## config.mk

```make
export PLATFORM = sky130hd
export DESIGN_NAME = im_loader_flat
export DESIGN_NICKNAME = d
export VERILOG_FILES = /design/src/rtl/im_loader_pkg.sv /design/src/rtl/im_loader_if.sv /design/src/rtl/im_loader_word_assembler.sv /design/src/rtl/im_loader.sv /design/src/flat_wrapper.sv
export SDC_FILE = /design/constraint.sdc
export NUM_CORES = 1
export LEC_CHECK = 0
export ABC_AREA = 1
export BUFFER_PORTS_ARGS = -buffer_cell sky130_fd_sc_hd__buf_2
export CORE_MARGIN = 1.5
export CORE_UTILIZATION = 50
export CTS_CLUSTER_DIAMETER = 80
export DETAILED_ROUTE_END_ITERATION = 10
export PLACE_DENSITY = 0.69
export SLEW_MARGIN = 20
export SYNTH_ARGS = -nofsm -noshare
export SYNTH_HDL_FRONTEND = slang
export SYNTH_SLANG_ARGS = --single-unit
export TNS_END_PERCENT = 10
```

## constraint.sdc

```tcl
create_clock -name clock -period 2 [get_ports clock]
set_input_delay 0.2 -clock clock [delete_from_list [all_inputs] [get_ports clock]]
set_output_delay 0.2 -clock clock [all_outputs]
set_load 0.03 [all_outputs]
```

## src/rtl/im_loader_pkg.sv

```systemverilog
// Shared types and constants for the boot-time instruction-memory loader.
package im_loader_pkg;

  typedef enum logic [2:0] {
    HDR_HI,
    HDR_LO,
    WORD,
    DONE,
    ERR
  } state_e;

  localparam int BYTES_PER_WORD = 4;
  localparam int BYTE_IDX_W     = $clog2(BYTES_PER_WORD);

endpackage

```

## src/rtl/im_loader_if.sv

```systemverilog
// Byte-stream input link plus instruction-memory write port and status outputs.
interface im_loader_if #(
  parameter int ADDR_WIDTH = 10
);

  logic                  byte_valid;
  logic [7:0]            byte_data;
  logic                  byte_ready;
  logic                  im_we;
  logic [ADDR_WIDTH-1:0] im_addr;
  logic [31:0]           im_wdata;
  logic                  cpu_reset;
  logic                  done;
  logic                  err;

  // master: stream source and observer of the memory port; slave: the loader
  modport master (
    output byte_valid, byte_data,
    input  byte_ready, im_we, im_addr, im_wdata, cpu_reset, done, err
  );

  modport slave (
    input  byte_valid, byte_data,
    output byte_ready, im_we, im_addr, im_wdata, cpu_reset, done, err
  );

endinterface

```

## src/rtl/im_loader_word_assembler.sv

```systemverilog
// Collects four stream bytes, most significant first, into one 32-bit word.
module word_assembler
  import im_loader_pkg::*;
(
  input  logic        clock,
  input  logic        reset,
  input  logic        byte_stb_i,
  input  logic [7:0]  byte_i,
  output logic        word_valid_o,
  output logic [31:0] word_o
);

  localparam logic [BYTE_IDX_W-1:0] LAST_IDX = BYTE_IDX_W'(BYTES_PER_WORD - 1);

  logic [BYTE_IDX_W-1:0] idx_q, idx_d;
  logic [23:0]           shift_q, shift_d;

  always_comb begin
    idx_d   = idx_q;
    shift_d = shift_q;
    if (byte_stb_i) begin
      idx_d   = idx_q + BYTE_IDX_W'(1);
      shift_d = {shift_q[15:0], byte_i};
    end
  end

  // The fourth byte completes the word combinationally so the top can register it on the same edge.
  assign word_valid_o = byte_stb_i && (idx_q == LAST_IDX);
  assign word_o       = {shift_q, byte_i};

  always_ff @(posedge clock) begin
    if (reset) begin
      idx_q <= '0;
    end else begin
      idx_q <= idx_d;
    end
  end

  // Data bytes need no reset: a fresh word overwrites all three stored bytes.
  always_ff @(posedge clock) begin
    shift_q <= shift_d;
  end

endmodule

```

## src/rtl/im_loader.sv

```systemverilog
// Boot loader: parses a counted big-endian word stream and writes it to instruction memory.
module im_loader
  import im_loader_pkg::*;
#(
  parameter int ADDR_WIDTH = 10
) (
  input  logic        clock,
  input  logic        reset,
  im_loader_if.slave  bus
);

  localparam int          CNT_W    = ADDR_WIDTH + 1;
  localparam logic [16:0] CAPACITY = 17'(1) << ADDR_WIDTH;

  state_e                state_q;
  logic [7:0]            nhi_q;
  logic [CNT_W-1:0]      nwords_q;
  logic [CNT_W-1:0]      widx_q, widx_d;
  logic [15:0]           hdr_d;
  logic                  xfer;
  logic                  word_valid;
  logic [31:0]           word;

  logic                  im_we_q;
  logic [ADDR_WIDTH-1:0] im_addr_q;
  logic [31:0]           im_wdata_q;
  logic                  cpu_reset_q;
  logic                  done_q;
  logic                  err_q;

  assign bus.byte_ready = !reset && (state_q inside {HDR_HI, HDR_LO, WORD});
  assign xfer           = bus.byte_valid && bus.byte_ready;
  assign hdr_d          = {nhi_q, bus.byte_data};
  assign widx_d         = widx_q + CNT_W'(1);

  word_assembler u_asm (
    .clock        (clock),
    .reset        (reset),
    .byte_stb_i   (xfer && (state_q == WORD)),
    .byte_i       (bus.byte_data),
    .word_valid_o (word_valid),
    .word_o       (word)
  );

  always_ff @(posedge clock) begin
    if (reset) begin
      state_q     <= HDR_HI;
      widx_q      <= '0;
      im_we_q     <= 1'b0;
      im_addr_q   <= '0;
      im_wdata_q  <= '0;
      cpu_reset_q <= 1'b1;
      done_q      <= 1'b0;
      err_q       <= 1'b0;
    end else begin
      im_we_q <= 1'b0;
      case (state_q)
        HDR_HI: if (xfer) state_q <= HDR_LO;
        HDR_LO: begin
          if (xfer) begin
            // The 17-bit compare lets a count of exactly 2^ADDR_WIDTH through.
            if (hdr_d == 16'd0)                 state_q <= DONE;
            else if ({1'b0, hdr_d} > CAPACITY)  state_q <= ERR;
            else                                state_q <= WORD;
          end
        end
        WORD: begin
          if (word_valid) begin
            im_we_q    <= 1'b1;
            im_addr_q  <= widx_q[ADDR_WIDTH-1:0];
            im_wdata_q <= word;
            widx_q     <= widx_d;
            if (widx_d == nwords_q) state_q <= DONE;
          end
        end
        // Release the CPU one edge after DONE is entered, i.e. as the last strobe drops.
        DONE: begin
          done_q      <= 1'b1;
          cpu_reset_q <= 1'b0;
        end
        ERR:     err_q   <= 1'b1;
        default: state_q <= ERR;
      endcase
    end
  end

  always_ff @(posedge clock) begin
    if (xfer && (state_q == HDR_HI)) nhi_q    <= bus.byte_data;
    if (xfer && (state_q == HDR_LO)) nwords_q <= CNT_W'(hdr_d);
  end

  assign bus.im_we     = im_we_q;
  assign bus.im_addr   = im_addr_q;
  assign bus.im_wdata  = im_wdata_q;
  assign bus.cpu_reset = cpu_reset_q;
  assign bus.done      = done_q;
  assign bus.err       = err_q;

endmodule

```

## src/flat_wrapper.sv

```systemverilog
// flat-port wrapper written by rule: the top's interface ports become plain ports
module im_loader_flat import im_loader_pkg::*;
#(
  parameter int ADDR_WIDTH = 10
)
  (clock, reset, bus_byte_valid, bus_byte_data, bus_byte_ready, bus_im_we, bus_im_addr, bus_im_wdata, bus_cpu_reset, bus_done, bus_err);
  im_loader_if #(.ADDR_WIDTH(ADDR_WIDTH)) bus_i ();
  input  logic clock;
  input  logic reset;
  input wire logic [$bits(bus_i.byte_valid)-1:0] bus_byte_valid;
  input wire logic [$bits(bus_i.byte_data)-1:0] bus_byte_data;
  output wire logic [$bits(bus_i.byte_ready)-1:0] bus_byte_ready;
  output wire logic [$bits(bus_i.im_we)-1:0] bus_im_we;
  output wire logic [$bits(bus_i.im_addr)-1:0] bus_im_addr;
  output wire logic [$bits(bus_i.im_wdata)-1:0] bus_im_wdata;
  output wire logic [$bits(bus_i.cpu_reset)-1:0] bus_cpu_reset;
  output wire logic [$bits(bus_i.done)-1:0] bus_done;
  output wire logic [$bits(bus_i.err)-1:0] bus_err;
  assign bus_i.byte_valid = bus_byte_valid;
  assign bus_i.byte_data = bus_byte_data;
  assign bus_byte_ready = bus_i.byte_ready;
  assign bus_im_we = bus_i.im_we;
  assign bus_im_addr = bus_i.im_addr;
  assign bus_im_wdata = bus_i.im_wdata;
  assign bus_cpu_reset = bus_i.cpu_reset;
  assign bus_done = bus_i.done;
  assign bus_err = bus_i.err;
  im_loader #(.ADDR_WIDTH(ADDR_WIDTH)) u_core (.clock(clock), .reset(reset), .bus(bus_i));
endmodule
```

After elaboration in Yosys (flattened, before gate mapping)
Cells that the tools add are included.
Widths: inputs -> output; s select.
{"block": "word_totals", "out_inout_bits": 47, "wordCells": 49, "in_bits": 11, "register_bits": 105}
{"block": "classes", "n_addsub": 2, "n_eq_ne": 10, "magnitude_cmp": 1, "bitwise": 2, "n_mux": 8, "reduce_logical": 14}
{"operator": "$mux 3", "n": 6}
{"operator": "$gt 16x11->1 const B", "n": 1}
{"operator": "$logic_not 16->1", "n": 1}
{"operator": "$pmux 3 s4", "n": 1}
{"operator": "$add 11x1->11 const B", "n": 1}
{"operator": "$eq 11x11->1", "n": 1}
{"operator": "$eq 3x2->1 const B", "n": 2}
{"operator": "$logic_and 1x1->1", "n": 6}
{"operator": "$reduce_and 5->1", "n": 1}
{"operator": "$ne 2x1->1 const B", "n": 2}
{"operator": "$ne 2x2->1 const B", "n": 2}
{"operator": "$reduce_or 2->1", "n": 2}
{"operator": "$eq 3x1->1 const B", "n": 1}
{"operator": "$eq 3x3->1 const B", "n": 1}
{"operator": "$logic_not 3->1", "n": 1}
{"operator": "$reduce_bool 3->1", "n": 1}
{"operator": "$add 2x1->2 const B", "n": 1}
{"operator": "$eq 2x2->1 const B", "n": 1}
{"operator": "$not 1->1", "n": 2}
{"operator": "$reduce_and 2->1", "n": 1}
{"operator": "$logic_not 1->1", "n": 1}
{"operator": "$mux 1", "n": 1}

Logic depth before layout (Yosys ltp)
Gate-level depths: netlist of run 1.
{"block": "logic_depth", "ltp_word": 8, "ltp_mapped": 16, "mapped_depth_nobuf": 16}

Modules after synthesis
From an unflattened synthesis of run 1, not the netlist that was laid out.
{"block": "unflattened", "cells_unflattened": 458, "area_unflattened_um2": 4129.0}
{"module": "im_loader", "area_each_um2": 3250.6, "cells_each": 411, "n_inst": 1, "seq_area_each_um2": 1771.7}
{"module": "word_assembler", "area_each_um2": 878.3, "cells_each": 47, "n_inst": 1, "seq_area_each_um2": 760.7}

Worst setup path before layout of run 1
No wires, ideal clock.
{"block": "synth_path", "path_type": "reg2reg", "from": "reg u_core.state_q[0]", "to": "reg u_core.nhi_q[0], enable pin", "arrival_ns": 1.398, "stages_incl_launch_ff": 7, "setup_slack_ns": 0.219, "path_cell_list": "dfxtp_1 buf_6 nand2_1 nand2_2 nor3_4 inv_1 nor3_1"}
{"block": "synth_via", "elab_chain_cells": 5}
{"item": "start: declaration", "line_no": "im_loader.sv:15", "source": "state_e state_q;"}
{"item": "start signal: assignment", "line_no": "im_loader.sv:47", "source": "state_q <= HDR_HI;"}
{"item": "start signal: assignment", "line_no": "im_loader.sv:58", "source": "HDR_HI: if (xfer) state_q <= HDR_LO;"}
{"item": "start signal: assignment", "line_no": "im_loader.sv:62", "source": "if (hdr_d == 16'd0) state_q <= DONE;"}
{"item": "$eq 3x1->1 (tied with other cells)", "line_no": "im_loader.sv:31", "source": "assign bus.byte_ready = !reset && (state_q inside {HDR_HI, HDR_LO, WORD});"}
{"item": "$reduce_bool 3->1", "line_no": "im_loader.sv:31"}
{"item": "$logic_and 1x1->1", "line_no": "im_loader.sv:31"}
{"item": "$logic_and 1x1->1", "line_no": "im_loader.sv:32", "source": "assign xfer = bus.byte_valid && bus.byte_ready;"}
{"item": "$logic_and 1x1->1 (*)", "line_no": "im_loader.sv:88", "source": "if (xfer && (state_q == HDR_HI)) nhi_q <= bus.byte_data;"}
{"item": "end signal: assignment", "line_no": "im_loader.sv:88"}
{"item": "end: declaration", "line_no": "im_loader.sv:16", "source": "logic [7:0] nhi_q;"}
Every way passes the cells marked *; elsewhere a longest branch is shown, timed or not.
A chain may end at the register's enable or synchronous reset.

Worst setup path after layout of run 1
{"block": "layout_path", "from": "reg u_core.widx_q[0]", "to": "reg u_core.state_q[0]"}
{"block": "layout_via", "elab_chain_cells": 4}
{"item": "start: declaration", "line_no": "im_loader.sv:18", "source": "logic [CNT_W-1:0] widx_q, widx_d;"}
{"item": "start signal: assignment", "line_no": "im_loader.sv:72", "source": "widx_q <= widx_d;"}
{"item": "$add 11x1->11", "line_no": "im_loader.sv:34", "source": "assign widx_d = widx_q + CNT_W'(1);"}
{"item": "$eq 11x11->1", "line_no": "im_loader.sv:73", "source": "if (widx_d == nwords_q) state_q <= DONE;"}
{"item": "$ne 2x2->1 (no line)"}
{"item": "$reduce_and 5->1 (no line)"}
{"item": "end signal: assignment", "line_no": "im_loader.sv:47"}
{"item": "end signal: assignment", "line_no": "im_loader.sv:73"}
{"item": "end signal: assignment", "line_no": "im_loader.sv:82", "source": "default: state_q <= ERR;"}
No other way between the ends.

==> impl_metrics.json, run 1 <==
{
  "outcome": "completed",
  "drt_pass1_iterations": 4,
  "power.leakage_nw": 1.96,
  "placed_cells_incl_taps": 585,
  "final_nets": 507,
  "drtIter0Drc": 136,
  "synth_compound_area_share_pct": 10.9,
  "std_cell_rows": 32,
  "yosys_warnings": 0,
  "die_x_um": 93.6,
  "grt_pass1_vias": 2758,
  "grt_use_total_pct": 19.2,
  "slew_headroom_pct": 71.3,
  "cpPeakStageDelay_ns": 0.43,
  "drv_cap": 0,
  "startpoint_type": "flop",
  "slowest_stage": "dfxtp_1",
  "cts_resized": 0,
  "clk_pin_slew_worst_paths_ns": 0.11,
  "synth.largest_area_cell": "edfxtp_1",
  "cp_data_arrival_time_ns": 2.08,
  "tritoncts": "built",
  "wl_um": 7810,
  "required_ns": 2.28,
  "synth_top_family_by_area": "simple AND/OR/NAND/NOR gates",
  "portBuffers": 57,
  "synth_area_leaders": "edfxtp_1 (31%), dfxtp_1 (30%), nor2_1 (7.3%), o21ai_0 (6.5%), nand2_1 (5.5%)",
  "worst_pin_slew_ns": 0.427,
  "synthXorXnorAreaFrac_pct": 1.25,
  "final_core_utilization_pct": 60.7,
  "placeableCoreArea_mm2": 0.00785,
  "final_max_slew_viol_count": 0,
  "min_period_ns": 1.79,
  "grt_pass1_wl_um": 12900,
  "hold_path_class": "input pin to flop",
  "ys_ff_latch": 105,
  "grt_antenna_before_repair": 0,
  "antenna_cells": 0,
  "gp_congestion": 0.843,
  "start_util_pct": 52.3,
  "die-height_um": 93.6,
  "ant_nets": 0,
  "synthMuxAreaShare_pct": 0,
  "syn_area_mm2": 0.00410,
  "synth.most_common_cell": "nor2_1",
  "wl_per_cell_um": 13.0,
  "cts_hold_buf": 0,
  "setup_violations": 0,
  "syn_avg_cell_area_um2": 9.41,
  "hold_ws_ns": 0.0680,
  "powerDensity_mw_per_mm2": 876,
  "synth_top_area_share_pct": 31.5,
  "synthAdderAreaFrac_pct": 0.610,
  "drc": 0,
  "critPathMostFrequentCell": "nand2_1",
  "synth_fp_nets": 449,
  "postCtsSetupBuffers": 0,
  "grt_max_degree": 36,
  "netlist_instances": 436,
  "synth_simple_gate_area_share_pct": 19.8,
  "dpl.hpwl_um": 5450,
  "hold_viol_final": 0,
  "fin_cells": 601,
  "finClkSkew_ns": 0.0156,
  "via_count": 3004,
  "numCtsBuffers": 9,
  "power_mw": 4.17,
  "drive_above_1_share_pct": 20.8,
  "crit_path_max_fanout": 5,
  "ys_top_cells_by_count": "nor2_1 (80), dfxtp_1 (62), nand2_1 (60)",
  "clock.fmax_mhz": 557,
  "htreeDepth": 3,
  "synth_enable_flop_cells": 43,
  "cts_max_path_buffers": 2,
  "synth-async-reset-ratio_pct": 0,
  "area_delta_synth_final_pct": 16.0,
  "fin_crit_sh_pct": 89.7,
  "clock_sinks": 105,
  "crit_path_end_kind": "flop",
  "cp_cell_sequence": "ha_1 -> nand2_2 -> nor2_4 -> nand2_2 -> o21ai_2 -> nand2_1 -> nand2_1 -> nand2_1 -> nor2_1 -> nand2_1 -> nand2_2 -> nand3_1 -> nand2_1 -> nor2_1",
  "io_pins": 58,
  "ir_drop_mv": 0.595,
  "synth_ff_type": "dfxtp_1",
  "post_synth_num_cell_types": 33,
  "tns_ns": 0,
  "die_area_mm2": 0.00876,
  "vias_per_cell": 5.00,
  "seq_area_frac_synth_pct": 61.7,
  "cts_root_buf": "clkbuf_8",
  "insertion_delay_ns": 0.37,
  "overflow": 0,
  "rsz0062_at_grt": "false",
  "critPathKind": "flop to flop"
}
[registers in the layout, summed over array words and instances, names as in the netlist]
name / flops
u_core.bus.im_wdata: 32
u_core.u_asm.shift_q: 24
u_core.u_asm.idx_q: 2
u_core.bus.err: 1
u_core.nhi_q: 8
u_core.bus.done: 1
u_core.bus.im_addr: 10
u_core.nwords_q: 11
u_core.widx_q: 11
u_core.bus.cpu_reset: 1
u_core.bus.im_we: 1
u_core.state_q: 3
[per-stage QoR]
stage               setup slack (ns)  cell area [µm²]
floorplan                      0.219             4100
global placement               0.282             4530
detailed placement             0.205             4530
CTS                            0.188             4760
global route                  0.0162             4760
finish                         0.205             4760
[worst paths after layout]
kind / start / end / slack, ns / cells after the start
min reg2reg: u_core.u_asm.shift_q[15] / u_core.u_asm.shift_q[23] / 0.45 / 0
max reg2reg: u_core.widx_q[0] / u_core.state_q[0] / 0.21 / 14
min: bus_byte_data[4] / u_core.u_asm.shift_q[4] / 0.07 / 1
max: u_core.widx_q[0] / u_core.state_q[0] / 0.21 / 14
[final cells by class]
type | instances | area (µm²)
inverters | 37 | 139
repair buffers | 66 | 390
multi-input cells | 275 | 1340
well taps | 102 | 128
clock buffers | 9 | 124
flip-flops and latches | 105 | 2530
fillers | 698 | 3090
clock inverters | 7 | 110
[critical path, delay by kind of cell (launching register included)]
family | cells | cell delay [ns]
simple gates | 12 | 0.89
flops | 1 | 0.43
fa+ha+maj | 1 | 0.24
compound gates | 1 | 0.14
[power breakdown]
| group | total, mW | leakage [nW] | internal [mW] | switching [mW] |
|---|---|---|---|---|
| clock | 1.50 | 0.119 | 0.731 | 0.764 |
| sequential | 2.37 | 0.890 | 2.31 | 0.0562 |
| combinational | 0.305 | 0.953 | 0.104 | 0.201 |
[routing by layer]
layer | track usage (%) | part of all wire [%] | wire length (µm)
met1 | 26.8 | 49 | 3820
met2 | 29.0 | 45 | 3530
met3 | 3.25 | 4.4 | 341
met4 | 9.58 | 1.5 | 119
met5 | 0 | 0 | 0
[cells by family after synthesis]
family / count (synthesis)
fa+ha+maj: 2
buf+inv: 56
flops: 105
xor+xnor: 5
compound gates: 85
simple gates: 183
[cells in the final DEF, fill, tap and decap left out, types with 2 or more instances in the layout]
master,instances
ha_1,2
edfxtp_1,43
clkbuf_8,9
nand3_1,20
inv_1,34
nand3b_1,2
buf_2,57
bufinv_16,2
xor2_1,2
buf_4,6
nor2_4,3
nand3_2,2
dfxtp_1,62
nand2_1,60
buf_12,3
inv_2,3
nand2_2,6
nor3_4,2
o21ai_0,53
xnor2_1,2
nor2_1,80
a21oi_1,26
inv_6,2
nor3_1,4
Power figures use the tool's default switching activity.
==> inputs of run 2 (changes only) <==
- BUFFER_PORTS_ARGS: -buffer_cell sky130_fd_sc_hd__buf_2 -> unset
- CTS_BUF_LIST: unset -> sky130_fd_sc_hd__clkbuf_2
- DONT_BUFFER_PORTS: unset -> 1
- PLACE_DENSITY: 0.69 -> 0.63
- clock period: 2 -> 2.1 ns (I/O delays scaled with it)
==> run 2 against run 1 <==
Flip-flop and latch count unchanged. Combinational power down 11%. First-iteration DRC count up 21%. Via count down 5.0%. Routed wire length up 4.8%. Core utilization down 4.3 points. Worst setup slack worse by 0.012 ns. Clock-buffer cell count unchanged. Sequential share of layout area up 4.1 points. Hold slack worse by 0.026 ns. Critical endpoint is now bus_byte_ready.
==> impl_metrics.json, run 2 (synthesized netlist as in run 1, its figures left out) <==
{
  "std_cell_rows": 32,
  "grt_use_total_pct": 20.0,
  "area_delta_synth_final_pct": 7.71,
  "cp_cell_sequence": "nand2_1 -> nand2_2 -> nor2_1",
  "final_max_slew_viol_count": 0,
  "drv_cap": 0,
  "postCtsSetupBuffers": 0,
  "tns_ns": 0,
  "grt_pass1_wl_um": 13500,
  "placed_area_mm2": 0.00422,
  "outcome": "completed",
  "power.leakage_nw": 1.65,
  "final_nets": 459,
  "finClkSkew_ns": 0.0194,
  "multi_input_area_mm2": 0.00134,
  "dpl.hpwl_um": 5550,
  "htreeDepth": 3,
  "clkPwrFrac_pct": 26.7,
  "clk_pin_slew_worst_paths_ns": 0.26,
  "die_x_um": 93.6,
  "worst_pin_slew_ns": 0.613,
  "grt_antenna_before_repair": 0,
  "start_util_pct": 52.3,
  "antenna_cells": 0,
  "wl_met1_um": 3760,
  "grt_pass1_vias": 2836,
  "drtIter0Drc": 165,
  "gp_congestion": 0.819,
  "clock.fmax_mhz": 524,
  "wl_per_cell_um": 14.8,
  "top_signal_layer_used": "met4",
  "die_area_mm2": 0.00876,
  "cts_root_buf": "clkbuf_2",
  "placeableCoreArea_mm2": 0.00785,
  "grt_max_degree": 35,
  "cp_data_arrival_time_ns": 1.70,
  "critPathKind": "flop to output pin",
  "die-height_um": 93.6,
  "powerDensity_mw_per_mm2": 786,
  "rsz0062_at_grt": "false",
  "ant_nets": 0,
  "hold_viol_final": 0,
  "drt_pass1_iterations": 4,
  "portBuffers": 0,
  "cts_max_path_buffers": 2,
  "ir_drop_mv": 0.444,
  "route.met3.wl_um": 518,
  "slowest_stage": "nor2_1",
  "largest_reg_flops": 32,
  "fin_area_mm2": 0.00442,
  "hold_path_class": "input pin to flop",
  "tritoncts": "built",
  "final_common_cell": "nor2_1",
  "startpoint_type": "flop",
  "drc": 0,
  "wl_um": 8180,
  "min_period_ns": 1.91,
  "fin_crit_sh_pct": 90.8,
  "via_count": 2855,
  "insertion_delay_ns": 0.52,
  "comb_power_share_pct": 7.8,
  "num-fill-cells": 727,
  "intPower_mw": 2.58,
  "seqPwrFrac_pct": 65.4,
  "wl_met2_um": 3770,
  "cpPeakStageDelay_ns": 0.48,
  "io_pins": 58,
  "vias_per_cell": 5.16,
  "crit_path_max_fanout": 8,
  "clock_sinks": 105,
  "seq_area_mm2": 0.00253,
  "overflow": 0,
  "layout_common_cells": "nor2_1 (80), dfxtp_1 (62), nand2_1 (60), o21ai_0 (53), edfxtp_1 (43)",
  "drive_above_1_share_pct": 9.76,
  "required_ns": 1.89,
  "setup_violations": 0,
  "swShare_pct": 25.7,
  "slew_headroom_pct": 59.0,
  "p_sw_uw": 893,
  "crit_path_end_kind": "output pin",
  "numCtsBuffers": 9
}
-- run 2: final cells by class --
class	instances	area share (%)
clock buffers	9	1.02
clock inverters	7	1.59
inverters	37	3.14
multi-input cells	275	30.2
flip-flops and latches	105	57.3
well taps	102	2.89
repair buffers	18	3.85
-- run 2: through the flow --
stage,power [mW],worst slack (ns),hold slack [ns],std cells,utilization (%)
floorplan,2.51,0.319,0.309,436,-
global placement,2.55,0.317,0.283,528,53.7
detailed placement,2.56,0.273,0.286,528,53.7
CTS,3.50,0.131,0.0159,553,56.3
global route,3.63,0.0602,0.0327,553,56.3
finish,3.47,0.193,0.0418,553,56.3
-- run 2: metal layers --
| metal | vias to the layer above | track usage (%) |
|---|---|---|
| met1 | 1309 | 25.5 |
| met5 | - | 0 |
| met2 | 70 | 32.6 |
| li1 | 1466 | - |
| met3 | 10 | 6.42 |
| met4 | 0 | 5.97 |
-- run 2: timing repair --
item,in CTS,in global routing
resized for setup,0,0
hold endpoints to repair,37,0
hold buffers,9,0
-- run 2: worst paths after layout --
| check | end | cells past startpoint | slack [ns] | startpoint |
|---|---|---|---|---|
| worst min-delay path | u_core.bus.cpu_reset | 2 | 0.04 | reset |
| worst max-delay path | bus_byte_ready | 3 | 0.19 | u_core.state_q[0] |
| worst max register to register | u_core.state_q[0] | 16 | 0.22 | u_core.widx_q[0] |
| worst min register to register | u_core.u_asm.shift_q[23] | 0 | 0.47 | u_core.u_asm.shift_q[15] |
-- run 2: critical path, delay by kind of cell (launching register included) --
kind	cells	cell delay (ns)
and+or+nand+nor	3	0.71
DFF	1	0.46
-- run 2: power groups by stage --
stage | sequential (mW) | combinational, mW | clock [mW]
final | 2.27 | 0.272 | 0.929
after global routing | 2.29 | 0.306 | 1.04
after CTS | 2.27 | 0.272 | 0.956
after detailed placement | 2.31 | 0.244 | 0
after global placement | 2.31 | 0.245 | 0
after floorplan | 2.29 | 0.225 | 0
==> inputs of run 3 (changes only) <==
- CTS_BUF_LIST: sky130_fd_sc_hd__clkbuf_2 -> sky130_fd_sc_hd__clkbuf_16
==> run 3 against run 2 <==
Clock power is 78% higher. Worst setup slack better by 0.041 ns. Hold slack worse by 0.011 ns. First-iteration DRC count is 9.7% higher. Register-to-register slack hardly changed. Global-route usage is 0.62 points higher. Final cell count stayed put. Clock skew is 0.013 ns lower. Flip-flop and latch count stayed put. Sequential power hardly changed. Clock-buffer cell count stayed put. Non-clock buffer count stayed put.
==> impl_metrics.json, run 3 (synthesized netlist as in run 1, its figures left out) <==
{
  "power_mw": 4.19,
  "r2r_start": "u_core.widx_q[0]",
  "drt_pass1_iterations": 4,
  "placed_cells_incl_taps": 528,
  "crit_path_start": "u_core.widx_q[0]",
  "die_x_um": 93.6,
  "htreeDepth": 3,
  "hold_viol_final": 0,
  "postCtsSetupBuffers": 0,
  "wl_um": 8420,
  "hold-path-endpoint": "u_core.bus.im_wdata[2]",
  "tritoncts": "built",
  "cts_max_path_buffers": 2,
  "placeableCoreArea_mm2": 0.00785,
  "clk_pin_slew_worst_paths_ns": 0.07,
  "placed_area_mm2": 0.00422,
  "power.leakage_nw": 1.72,
  "wl_per_cell_um": 15.2,
  "r2r-end": "u_core.state_q[0]",
  "r2r_slack_ns": 0.23,
  "hold_depth": 2,
  "required_ns": 2.34,
  "finClkSkew_ns": 0.00659,
  "worst_pin_slew_ns": 0.589,
  "ant_nets": 0,
  "die-height_um": 93.6,
  "final_max_slew_viol_count": 0,
  "pre_cts_ws_ns": 0.273,
  "via_count": 2891,
  "grt_pass1_vias": 2846,
  "worstHoldStart": "bus_byte_data[2]",
  "clock_sinks": 105,
  "ir_drop_mv": 0.610,
  "hold_path_class": "input pin to flop",
  "fin_crit_sh_pct": 88.8,
  "drv_cap": 0,
  "crit_path_max_fanout": 5,
  "drtIter0Drc": 181,
  "die_area_mm2": 0.00876,
  "rr_worst_depth": 14,
  "setup_slack_ns": 0.234,
  "overflow": 0,
  "insertion_delay_ns": 0.34,
  "fin_area_mm2": 0.00460,
  "outcome": "completed",
  "powerDensity_mw_per_mm2": 910,
  "final_core_utilization_pct": 58.6,
  "rsz0062_at_grt": "false",
  "numCtsBuffers": 9,
  "cts_root_buf": "clkbuf_16",
  "setup_violations": 0,
  "antenna_cells": 0,
  "grt_use_total_pct": 20.7,
  "cp_data_arrival_time_ns": 2.10,
  "io_pins": 58,
  "grt_max_degree": 35,
  "vias_per_cell": 5.23,
  "final_nets": 459,
  "gp_congestion": 0.819,
  "largest_reg_flops": 32,
  "slew_headroom_pct": 60.6,
  "start_util_pct": 52.3,
  "num-fill-cells": 696,
  "min_period_ns": 1.87,
  "drive_above_1_share_pct": 9.76,
  "hold_ws_ns": 0.0304,
  "fin_cells": 553,
  "grt_antenna_before_repair": 0,
  "drc": 0,
  "critPathKind": "flop to flop",
  "cts_resized": 0,
  "crit_path_end_kind": "flop",
  "grt_pass1_wl_um": 13800,
  "std_cell_rows": 32,
  "tns_ns": 0,
  "startpoint_type": "flop",
  "final_common_cell": "nor2_1",
  "area_delta_synth_final_pct": 12.1,
  "portBuffers": 0,
  "clock.fmax_mhz": 536,
  "dpl.hpwl_um": 5550,
  "layout_common_cells": "nor2_1 (80), dfxtp_1 (62), nand2_1 (60), o21ai_0 (53), edfxtp_1 (43)"
}
[run 3: worst max-delay path by stage]
stage / depth (start not counted) / slack [ns] / to
final: 14 / 0.23 / u_core.state_q[0]
after global routing: 14 / 0.04 / u_core.state_q[0]
after CTS: 14 / 0.20 / u_core.state_q[0]
after detailed placement: 16 / 0.27 / u_core.state_q[0]
after global placement: 16 / 0.32 / u_core.state_q[0]
after floorplan: 6 / 0.32 / u_core.nhi_q[0]
[run 3: what timing repair did]
action / 4_1_cts / 5_1_grt
endpoints found under the hold margin: 29 / 0
setup endpoints to repair: 0 / 0
hold buffers: 9 / 0
[run 3: cell type report]
class	count	area [µm²]	share of cell area, %
Clock buffer	9	225	4.90
Multi-Input combinational cell	275	1340	29.0
Tap cell	102	128	2.77
Timing Repair Buffer	18	170	3.70
Sequential cell	105	2530	55.0
Clock inverter	7	70.1	1.52
Inverter	37	139	3.02
[run 3: metal layers]
metal | wire length [µm] | GRT usage, % | part of all wire (%)
met5 | 0 | 0 | 0
met4 | 110 | 8.33 | 1.3
met1 | 3820 | 26.3 | 45
met3 | 563 | 5.69 | 6.7
met2 | 3920 | 33.3 | 47
[run 3: power by group]
part           internal, mW  switching [mW]  leakage [nW]  total (mW)
combinational        0.0950           0.174         0.688       0.269
clock                 0.925           0.724         0.144        1.65
sequential             2.20          0.0659         0.890        2.27
total                  3.22           0.964          1.72        4.19
[run 3: worst max-delay path, stage by stage, from the launching register on]
cell and delay [ns]:
dfxtp_1 0.42, ha_1 0.25, nand2_2 0.11, nor2_4 0.14, nand2_1 0.08, nand3_1 0.07, nand3_1 0.09, nor2_1 0.13
nand2_1 0.07, nor2_1 0.10, nand2_1 0.08, nand2_2 0.07, nand3_1 0.06, nand2_1 0.06, nor2_1 0.04
